[src/rtl/sq_pkg.sv]
// Shared definitions for the square motion controller: FSM state encoding,
// display geometry, legal centre bounds and the signed clamp helper.
package sq_pkg;

   typedef enum logic [1:0] {
      ST_IDLE   = 2'd0,
      ST_MANUAL = 2'd1,
      ST_BOUNCE = 2'd2
   } state_e;

   localparam int H_SIZE = 640;
   localparam int V_SIZE = 480;

   // Centre limits keep the 12x12 square (centre-5 .. centre+6) on screen.
   localparam logic signed [16:0] X_MIN = 17'sd5;
   localparam logic signed [16:0] X_MAX = 17'sd633;
   localparam logic signed [16:0] Y_MIN = 17'sd5;
   localparam logic signed [16:0] Y_MAX = 17'sd473;

   localparam logic [15:0] X_RST = 16'd320;
   localparam logic [15:0] Y_RST = 16'd240;

   // Clamp a signed 17-bit candidate coordinate into [lo, hi]; the result
   // is always non-negative so the low 16 bits are the zero-extended value.
   function automatic logic [15:0] clamp_axis(input logic signed [16:0] v,
                                              input logic signed [16:0] lo,
                                              input logic signed [16:0] hi);
      if (v < lo) begin
         clamp_axis = lo[15:0];
      end else if (v > hi) begin
         clamp_axis = hi[15:0];
      end else begin
         clamp_axis = v[15:0];
      end
   endfunction

   // True when a candidate coordinate lies outside [lo, hi].
   function automatic logic out_of_range(input logic signed [16:0] v,
                                         input logic signed [16:0] lo,
                                         input logic signed [16:0] hi);
      out_of_range = (v < lo) || (v > hi);
   endfunction

endpackage

[src/rtl/sync_2ff.sv]
// Single-bit two-flop synchroniser for asynchronous inputs.
module sync_2ff (
   input  logic clk,
   input  logic rst_n,
   input  logic d,
   output logic q
);

   logic s1_q;
   logic s1_d;
   logic s2_q;
   logic s2_d;

   // Shift the raw input down the two-stage chain.
   always_comb begin
      s1_d = d;
      s2_d = s1_q;
   end

   // Synchroniser flops, cleared by reset.
   always_ff @(posedge clk or negedge rst_n) begin
      if (!rst_n) begin
         s1_q <= 1'b0;
         s2_q <= 1'b0;
      end else begin
         s1_q <= s1_d;
         s2_q <= s2_d;
      end
   end

   assign q = s2_q;

endmodule

[src/rtl/square_motion_ctrl.sv]
// Moves a 12x12 square once per frame: manual button control or automatic
// wall-bouncing, with all state advancing only on the vsync rising-edge tick.
module square_motion_ctrl
   import sq_pkg::*;
#(
   parameter int STEP = 2
) (
   input  logic        clk,
   input  logic        rst_n,
   input  logic        vsync,
   input  logic [3:0]  btn,
   input  logic        mode_sel,
   output logic [15:0] xPixel,
   output logic [15:0] yPixel,
   output logic        frame_upd,
   output logic [1:0]  state_o
);

   localparam logic signed [16:0] STEP_S = 17'(STEP);

   // Synchronised inputs
   logic       vsync_s;
   logic       mode_s;
   logic [3:0] btn_s;
   logic       any_btn_s;
   logic       tick_s;

   sync_2ff u_sync_vsync (.clk(clk), .rst_n(rst_n), .d(vsync),    .q(vsync_s));
   sync_2ff u_sync_mode  (.clk(clk), .rst_n(rst_n), .d(mode_sel), .q(mode_s));

   genvar gi;
   generate
      for (gi = 0; gi < 4; gi++) begin : g_btn_sync
         sync_2ff u_sync_btn (.clk(clk), .rst_n(rst_n), .d(btn[gi]), .q(btn_s[gi]));
      end
   endgenerate

   // Edge detection and tick arming. The arm flag is only set once the
   // synchroniser has refilled after reset and shows vsync low, so a vsync
   // already high at reset release cannot produce a tick.
   logic       vs3_q;
   logic       vs3_d;
   logic [1:0] fill_q;
   logic [1:0] fill_d;
   logic       armed_q;
   logic       armed_d;

   // Motion state
   state_e      state_q;
   state_e      state_d;
   logic [15:0] x_q;
   logic [15:0] x_d;
   logic [15:0] y_q;
   logic [15:0] y_d;
   logic        dx_neg_q;
   logic        dx_neg_d;
   logic        dy_neg_q;
   logic        dy_neg_d;
   logic        frame_upd_q;
   logic        frame_upd_d;

   // Arithmetic
   logic signed [16:0] x_ext_s;
   logic signed [16:0] y_ext_s;
   logic signed [16:0] man_dx_s;
   logic signed [16:0] man_dy_s;
   logic signed [16:0] man_x_sum_s;
   logic signed [16:0] man_y_sum_s;
   logic signed [16:0] bx_sum_s;
   logic signed [16:0] by_sum_s;

   assign any_btn_s = |btn_s;
   assign tick_s    = armed_q & vsync_s & ~vs3_q;
   assign x_ext_s   = {1'b0, x_q};
   assign y_ext_s   = {1'b0, y_q};

   // Edge-detect flop, post-reset fill tracker and arm flag next values.
   always_comb begin
      vs3_d   = vsync_s;
      fill_d  = {fill_q[0], 1'b1};
      armed_d = armed_q | (fill_q[1] & ~vsync_s);
   end

   // Manual deltas (opposing buttons cancel) and bounce candidates.
   // Buttons: btn[3]=up, btn[2]=down, btn[1]=left, btn[0]=right.
   always_comb begin
      man_dx_s = 17'sd0;
      man_dy_s = 17'sd0;
      if (btn_s[0] && !btn_s[1]) begin
         man_dx_s = STEP_S;
      end else if (btn_s[1] && !btn_s[0]) begin
         man_dx_s = -STEP_S;
      end else begin
         man_dx_s = 17'sd0;
      end
      if (btn_s[2] && !btn_s[3]) begin
         man_dy_s = STEP_S;
      end else if (btn_s[3] && !btn_s[2]) begin
         man_dy_s = -STEP_S;
      end else begin
         man_dy_s = 17'sd0;
      end
      man_x_sum_s = x_ext_s + man_dx_s;
      man_y_sum_s = y_ext_s + man_dy_s;
      bx_sum_s    = dx_neg_q ? (x_ext_s - STEP_S) : (x_ext_s + STEP_S);
      by_sum_s    = dy_neg_q ? (y_ext_s - STEP_S) : (y_ext_s + STEP_S);
   end

   // FSM next state, position and direction; everything holds between ticks.
   always_comb begin
      state_d     = state_q;
      x_d         = x_q;
      y_d         = y_q;
      dx_neg_d    = dx_neg_q;
      dy_neg_d    = dy_neg_q;
      frame_upd_d = tick_s;
      if (tick_s) begin
         case (state_q)
            ST_IDLE: begin
               if (mode_s) begin
                  state_d = ST_BOUNCE;
               end else if (any_btn_s) begin
                  state_d = ST_MANUAL;
                  x_d     = clamp_axis(man_x_sum_s, X_MIN, X_MAX);
                  y_d     = clamp_axis(man_y_sum_s, Y_MIN, Y_MAX);
               end else begin
                  state_d = ST_IDLE;
               end
            end
            ST_MANUAL: begin
               if (mode_s) begin
                  state_d = ST_BOUNCE;
               end else if (!any_btn_s) begin
                  state_d = ST_IDLE;
               end else begin
                  x_d = clamp_axis(man_x_sum_s, X_MIN, X_MAX);
                  y_d = clamp_axis(man_y_sum_s, Y_MIN, Y_MAX);
               end
            end
            ST_BOUNCE: begin
               if (!mode_s) begin
                  state_d = ST_IDLE;
               end else begin
                  x_d      = clamp_axis(bx_sum_s, X_MIN, X_MAX);
                  y_d      = clamp_axis(by_sum_s, Y_MIN, Y_MAX);
                  dx_neg_d = dx_neg_q ^ out_of_range(bx_sum_s, X_MIN, X_MAX);
                  dy_neg_d = dy_neg_q ^ out_of_range(by_sum_s, Y_MIN, Y_MAX);
               end
            end
            default: begin
               state_d = ST_IDLE;
            end
         endcase
      end else begin
         state_d = state_q;
      end
   end

   // State, position, direction and update-pulse registers.
   always_ff @(posedge clk or negedge rst_n) begin
      if (!rst_n) begin
         vs3_q       <= 1'b0;
         fill_q      <= 2'b00;
         armed_q     <= 1'b0;
         state_q     <= ST_IDLE;
         x_q         <= X_RST;
         y_q         <= Y_RST;
         dx_neg_q    <= 1'b0;
         dy_neg_q    <= 1'b0;
         frame_upd_q <= 1'b0;
      end else begin
         vs3_q       <= vs3_d;
         fill_q      <= fill_d;
         armed_q     <= armed_d;
         state_q     <= state_d;
         x_q         <= x_d;
         y_q         <= y_d;
         dx_neg_q    <= dx_neg_d;
         dy_neg_q    <= dy_neg_d;
         frame_upd_q <= frame_upd_d;
      end
   end

   assign xPixel    = x_q;
   assign yPixel    = y_q;
   assign frame_upd = frame_upd_q;
   assign state_o   = state_q;

endmodule
[config.mk]
export PLATFORM = sky130hd
export DESIGN_NAME = square_motion_ctrl
export DESIGN_NICKNAME = d
export VERILOG_FILES = /design/src/rtl/sq_pkg.sv /design/src/rtl/sync_2ff.sv /design/src/rtl/square_motion_ctrl.sv
export SDC_FILE = /design/constraint.sdc
export NUM_CORES = 1
export LEC_CHECK = 0
export BUFFER_PORTS_ARGS = -buffer_cell sky130_fd_sc_hd__buf_2
export CAP_MARGIN = 25
export CORE_AREA = 2 2 135 137
export DETAILED_ROUTE_END_ITERATION = 6
export DIE_AREA = 0 0 137 139
export GPL_ROUTABILITY_DRIVEN = 0
export GPL_TIMING_DRIVEN = 0
export PLACE_DENSITY_LB_ADDON = 0.12
export SETUP_SLACK_MARGIN = 0.2
export SYNTH_ARGS = -nofsm -noshare
export SYNTH_HDL_FRONTEND = slang
export SYNTH_SLANG_ARGS = --single-unit
[constraint.sdc]
create_clock -name clk -period 5.7 [get_ports clk]
set_input_delay 0.855 -clock clk [delete_from_list [all_inputs] [get_ports clk]]
set_output_delay 0.855 -clock clk [all_outputs]
set_load 0.005 [all_outputs]
After elaboration in Yosys (flattened, before gate mapping)
Cells that the tools add are included.
{"block": "op_classes", "magnitude_cmp": 8, "n_mul": 0, "n_reduce_logical": 17, "n_eq_ne": 7, "n_bitwise": 8, "n_addsub": 6, "n_div": 0, "shift": 0, "muxes": 28}
{"cell": "two-way mux 16 bit", "count": 14}
{"cell": "two-way mux 17 bit", "count": 6}
{"cell": "less-than comparator 17 x 4 -> 1 bit, second input constant", "count": 4}
{"cell": "case mux 16 bit (2 select lines)", "count": 2}
{"cell": "adder 16 x 2 -> 17 bit, second input constant", "count": 2}
{"cell": "adder 17 bit", "count": 2}
{"cell": "> comparator 17 x 10 -> 1 bit, second input constant", "count": 2}
{"cell": "> comparator 17 x 11 -> 1 bit, second input constant", "count": 2}
{"cell": "subtractor 16 x 2 -> 17 bit, second input constant", "count": 2}
{"cell": "two-way mux 2 bit", "count": 4}
{"cell": "case mux 2 bit (3 select lines)", "count": 1}
{"cell": "AND reduction 3 bit", "count": 2}
{"cell": "AND reduction 5 bit", "count": 1}
{"cell": "logical AND 1 bit", "count": 4}
{"cell": "zero test 1 bit", "count": 4}
{"cell": "!= test 2 x 1 -> 1 bit, second input constant", "count": 2}
{"cell": "!= test 2 bit, second input constant", "count": 2}
{"cell": "OR reduction 4 bit", "count": 1}
{"cell": "AND 1 bit", "count": 3}
{"cell": "!= test 3 x 2 -> 1 bit, second input constant", "count": 1}
{"cell": "equality test 2 x 1 -> 1 bit, second input constant", "count": 1}
{"cell": "equality test 2 bit, second input constant", "count": 1}
{"cell": "zero test 2 bit", "count": 1}
{"cell": "logical OR 1 bit", "count": 2}
{"cell": "6 further kinds", "count": 8}
{"block": "word_totals", "mem_bits_ro": 0, "out_inout_bits": 35, "elab_cells": 95, "regBits": 53, "mem_bits_rw": 0, "latch_bits": 0, "in_bits": 8, "n_memories": 0}

Logic depth before layout (Yosys ltp)
{"block": "depth", "word_depth": 11, "ltp_mapped": 17, "depth_no_buf": 13}

Modules after synthesis
A second synthesis with hierarchy kept.
{"block": "hier_totals", "cells_unflattened": 800, "hier_area_um2": 6302.3}
{"module": "square_motion_ctrl", "cells_each": 788, "n_inst": 1, "area_per_inst_um2": 6002.0, "seq_area_each_um2": 1033.5}
{"module": "sync_2ff", "cells_each": 2, "n_inst": 6, "area_per_inst_um2": 50.0, "seq_area_each_um2": 50.0}

Worst setup path after synthesis
Ideal clock, no wire load.
{"block": "synth_path", "path_type": "register to register", "from": "reg g_btn_sync[2].u_sync_btn.s2_q", "to": "reg y_q[6] (netlist: yPixel[6])", "slack_ps": 1717, "path_stages_with_launch": 18, "setup_time_ps": 94, "arrival_time_ps": 3889, "n_path_buf": 4, "required_time_ps": 5606, "synth_period_minus_slack_ps": 3983, "path_cell_list": "dfrtp_1 > inv_1 > ha_1 > buf_4 > buf_2 > buf_2 > buf_2 > xor2_1 > ha_1 > and3b_1 > o21ai_2 > a32oi_1 > or3_1 > a2111oi_2 > a31oi_1 > or2_4 > nor2b_1 > or4_1"}
{"block": "synth_between", "elab_chain_cells": 11, "word_cells_on_any_way": 16, "cone_classes": "add/sub (1); order compare (2); eq/ne (1); mux (7); reduce/logical (5)"}
{"element": "from (decl)", "line": "sync_2ff.sv:11", "rtl": "logic s2_q;"}
{"element": "from (signal assigned)", "line": "sync_2ff.sv:24", "rtl": "s2_q <= 1'b0;"}
{"element": "from (signal assigned)", "line": "sync_2ff.sv:27", "rtl": "s2_q <= s2_d;"}
{"element": "zero test 1 bit", "line": "square_motion_ctrl.sv:98", "rtl": "end else if (btn_s[3] && !btn_s[2]) begin"}
{"element": "logical AND 1 bit", "line": "square_motion_ctrl.sv:98"}
{"element": "two-way mux 17 bit", "line": "square_motion_ctrl.sv:98"}
{"element": "two-way mux 17 bit", "line": "square_motion_ctrl.sv:96", "rtl": "if (btn_s[2] && !btn_s[3]) begin"}
{"element": "adder 17 bit", "line": "square_motion_ctrl.sv:104", "rtl": "man_y_sum_s = y_ext_s + man_dy_s;"}
{"element": "> comparator 17 x 10 -> 1 bit", "line": "sq_pkg.sv:30", "rtl": "end else if (v > hi) begin"}
{"element": "two-way mux 16 bit", "line": "sq_pkg.sv:30"}
{"element": "two-way mux 16 bit", "line": "sq_pkg.sv:28", "rtl": "if (v < lo) begin"}
{"element": "two-way mux 16 bit", "line": "square_motion_ctrl.sv:133", "rtl": "end else if (!any_btn_s) begin"}
{"element": "two-way mux 16 bit", "line": "square_motion_ctrl.sv:131", "rtl": "if (mode_s) begin"}
{"element": "case mux 16 bit (2 select lines)", "line": "square_motion_ctrl.sv:118", "rtl": "case (state_q)"}
{"element": "to (signal assigned)", "line": "square_motion_ctrl.sv:177", "rtl": "y_q <= y_d;"}
{"element": "to (decl)", "line": "square_motion_ctrl.sv:53", "rtl": "logic [15:0] y_q;"}
Parallel ways exist; a longest one is shown, timed or not. The select of a mux whose other input is x is not followed.
A chain may end at the register's enable or synchronous reset.

Worst setup path after layout
{"block": "layout_path", "from": "reg g_btn_sync[2].u_sync_btn.s2_q", "to": "reg y_q[0] (netlist: yPixel[0])"}
The elaborated chain is that of the path after synthesis.

==> results.py <==
metrics = {
    "clock_tree": {
        "cts_repair_resize_count": 0,
        "clkLatencyLatePin_ns": 0.31,
        "clkTransAtPathRegs_ns": 0.08,
        "clock_sinks": 53,
        "htreeDepth": 2,
        "clock_path_buffers": 2,
        "root_buffer": "clkbuf_16",
        "cts_made_buffers": 5,
        "hold_buffers": 0,
        "cts_setup_buffers": 0,
        "cts_tree": "built",
    },
    "sta": {
        "finalSetupTns_ns": 0,
        "finalHoldViolCount": 0,
        "drv_slew": 0,
        "tightestPinTransition_ns": 0.845,
        "min_period_ns": 5.03,
        "rsz0062_at_grt": "no",
        "max_freq_ghz": 0.199,
        "post-route-period-util_pct": 88.2,
        "relSlewSlack_pct": 43.5,
        "layout_setup_ws_ns": 0.671,
        "skew_ns": 0.00793,
        "setup_viol": 0,
    },
    "critical_path": {
        "crit_type": "flip-flop to flip-flop",
        "worstPathArrival_ns": 5.23,
        "worstSetupEndpointType": "flip-flop",
        "reg2reg_slack_ns": 0.67,
        "crit_required_ns": 5.90,
        "start_kind": "flip-flop",
        "worstPathMaxFanout": 10,
    },
    "place": {
        "portBuffers": 42,
        "place_ws_ns": 0.744,
        "dpl.hpwl_mm": 15.0,
    },
    "layout": {
        "layout-drive-gt1-share_pct": 12.6,
        "fillCellCount": 1838,
        "layout.nets": 904,
        "syn2layout_area_growth_pct": 10.6,
        "diodes": 0,
        "utilization_pct": 39.9,
    },
    "routing": {
        "drtPass1Iterations": 5,
        "wl_per_cell_um": 18.1,
        "drt_iter0_markers": 410,
        "via_count": 6348,
        "wl_met3_um": 791,
        "via_per_inst": 5.89,
        "wl_met1_mm": 9.88,
        "wl_met2_mm": 8.51,
        "maxUsedRoutingLayer": "met4",
        "drc": 0,
        "detail-route-antenna-nets": 0,
        "wl_mm": 19.5,
    },
    "logic_synthesis": {
        "yosysTopAreaCell": "dfrtp_1",
        "postSynth.asyncResetShare_pct": 100,
        "synthCells": 798,
        "syn_area_per_cell_um2": 7.99,
        "synthFlopType": "dfrtp_1",
        "synth-seq-cells": 53,
        "syn_nets": 854,
        "synth_edf_count": 0,
        "synth_area_um2": 6370,
        "yosys.cell_types.count": 89,
        "yosysWarnings": 0,
        "ys_seq_area_share_pct": 20.9,
        "synth.area.top_cells": "dfrtp_1 (18%), ha_1 (9.0%), xnor2_1 (4.7%)",
        "synth_top_area_share_pct": 18.5,
    },
    "power": {
        "powerDensity_nw_per_um2": 442,
        "vdd_drop_max_uv": 269,
        "p_leak_nw": 3.05,
    },
    "grt": {
        "grt_usage_pct": 21.1,
        "overflow": 0,
        "grt_pass1_wl_mm": 32.5,
        "grt_max_degree": 39,
        "grt_antenna_before_repair": 0,
        "first_global_vias": 6001,
    },
    "flow_run": {
        "cap_violations": 0,
    },
    "floorplanning": {
        "ios": 43,
        "fp.coreArea_um2": 17700,
        "fp.dieW_um": 137,
        "die_h_um": 139,
        "start_util_pct": 36.1,
        "dieArea_um2": 19000,
        "rows": 49,
    },
    "hold_path": {
        "hp-class": "flip-flop to flip-flop",
    },
    "run_status": {
        "status": "complete, no violations",
    },
}
-- worst max-delay path, cell delays in order (launching register included) --
cell,delay [ns]
dfrtp_1,0.37
inv_1,0.11
ha_1,0.29
buf_4,0.22
buf_2,0.26
buf_2,0.30
buf_2,0.31
xor2_1,0.11
ha_1,0.22
and3b_1,0.19
o21ai_2,0.20
a32oi_1,0.25
or3_1,0.45
a2111oi_2,0.37
a31oi_1,0.14
nor3b_1,0.65
nand3_1,0.17
a31o_2,0.28
-- Yosys cell counts (all sizes together) (7+ instances only) --
cell type   n
a211o      10
nand4       9
a21oi      53
nand3      20
nand2      51
a32oi       8
xor2       16
clkbuf     19
a31oi      11
nand2b     12
ha         46
a211oi      9
a2111oi     8
nor3b       7
xnor2      34
and3       10
and2       15
o2111ai    11
inv        34
or3        10
nor2       62
o211ai     20
a21o       22
nor3       15
o21ai      52
nor4       11
dfrtp      47
or4        11
buf        27
o21a        7
nor2b      14
-- final timing paths --
| path | startpoint | endpoint | depth (start not counted) |
|---|---|---|---|
| min in group asynchronous | rst_n | yPixel[14] | 1 |
| worst min-delay path | g_btn_sync[0].u_sync_btn.s1_q | g_btn_sync[0].u_sync_btn.q | 0 |
| worst min register to register | g_btn_sync[0].u_sync_btn.s1_q | g_btn_sync[0].u_sync_btn.q | 0 |
| max in group asynchronous | rst_n | xPixel[8] | 2 |
| worst max-delay path | g_btn_sync[2].u_sync_btn.q | yPixel[0] | 17 |
| worst max register to register | g_btn_sync[2].u_sync_btn.q | yPixel[0] | 17 |
-- state kept, by name, indices dropped and copies added, names as in the netlist --
register                    cells
u_sync_vsync.q                  1
vs3_q                           1
dx_neg_q                        1
g_btn_sync.u_sync_btn.s1_q      4
yPixel                         16
u_sync_mode.q                   1
fill_q                          2
g_btn_sync.u_sync_btn.q         4
dy_neg_q                        1
frame_upd                       1
state_o                         2
armed_q                         1
xPixel                         16
u_sync_mode.s1_q                1
u_sync_vsync.s1_q               1
-- cells in the final DEF (no fill, tap or decap), drive strengths merged, types with 16 or more instances in the layout --
cell     n
nand2   51
clkbuf  24
dfrtp   47
ha      46
nor2    62
a21oi   53
a21o    22
o21ai   52
xor2    16
o211ai  20
xnor2   34
inv     34
nand3   20
buf     70
-- where the power goes --
group	leakage (nW)	total (mW)	internal [mW]	switching, mW
Sequential	0.642	0.630	0.455	0.174
Combinational	2.33	2.16	0.868	1.29
Clock	0.0767	0.331	0.169	0.162
-- final cells by class --
cell class                 count  area [µm²]  share of cell area (%)
buffer                        46         226                    3.21
clock buffer                   5         125                    1.78
clock inverter                 3        33.8                   0.479
inverter                      34         128                    1.81
multi-input combinational    665        4680                    66.5
sequential                    53        1330                    18.9
tap                          229         287                    4.07
timing repair buffer          43         230                    3.27
-- logic make-up after synthesis --
group / synth area share (%)
AND/OR/NAND/NOR: 24.5
buffers and inverters: 5.56
flip-flops: 20.9
multiplexers: 0.471
adder cells (fa/ha/maj): 9.66
AO/OA/AOI/OAI: 31.6
XOR/XNOR: 7.23
other: 0.0588
-- per-stage QoR --
| stage | power (mW) | hold WS [ns] | instance area [µm²] | instances |
|---|---|---|---|---|
| 2_1_floorplan | 2.23 | 0.331 | 6370 | 798 |
| 3_3_place_gp | 2.78 | 0.332 | 6870 | 1069 |
| 3_5_place_dp | 2.77 | 0.335 | 6890 | 1070 |
| 4_1_cts | 3.12 | 0.356 | 7050 | 1078 |
| 5_1_grt | 3.44 | 0.369 | 7050 | 1078 |
| 6_report | 3.12 | 0.350 | 7050 | 1078 |
-- metal layers --
| metal | track usage (%) | vias to the layer above |
|---|---|---|
| li1 | - | 3143 |
| met2 | 31.4 | 127 |
| met1 | 32.3 | 3059 |
| met3 | 2.56 | 19 |
| met4 | 4.40 | 0 |
| met5 | 0 | - |
Note: power is estimated with default switching activity, not from simulation.
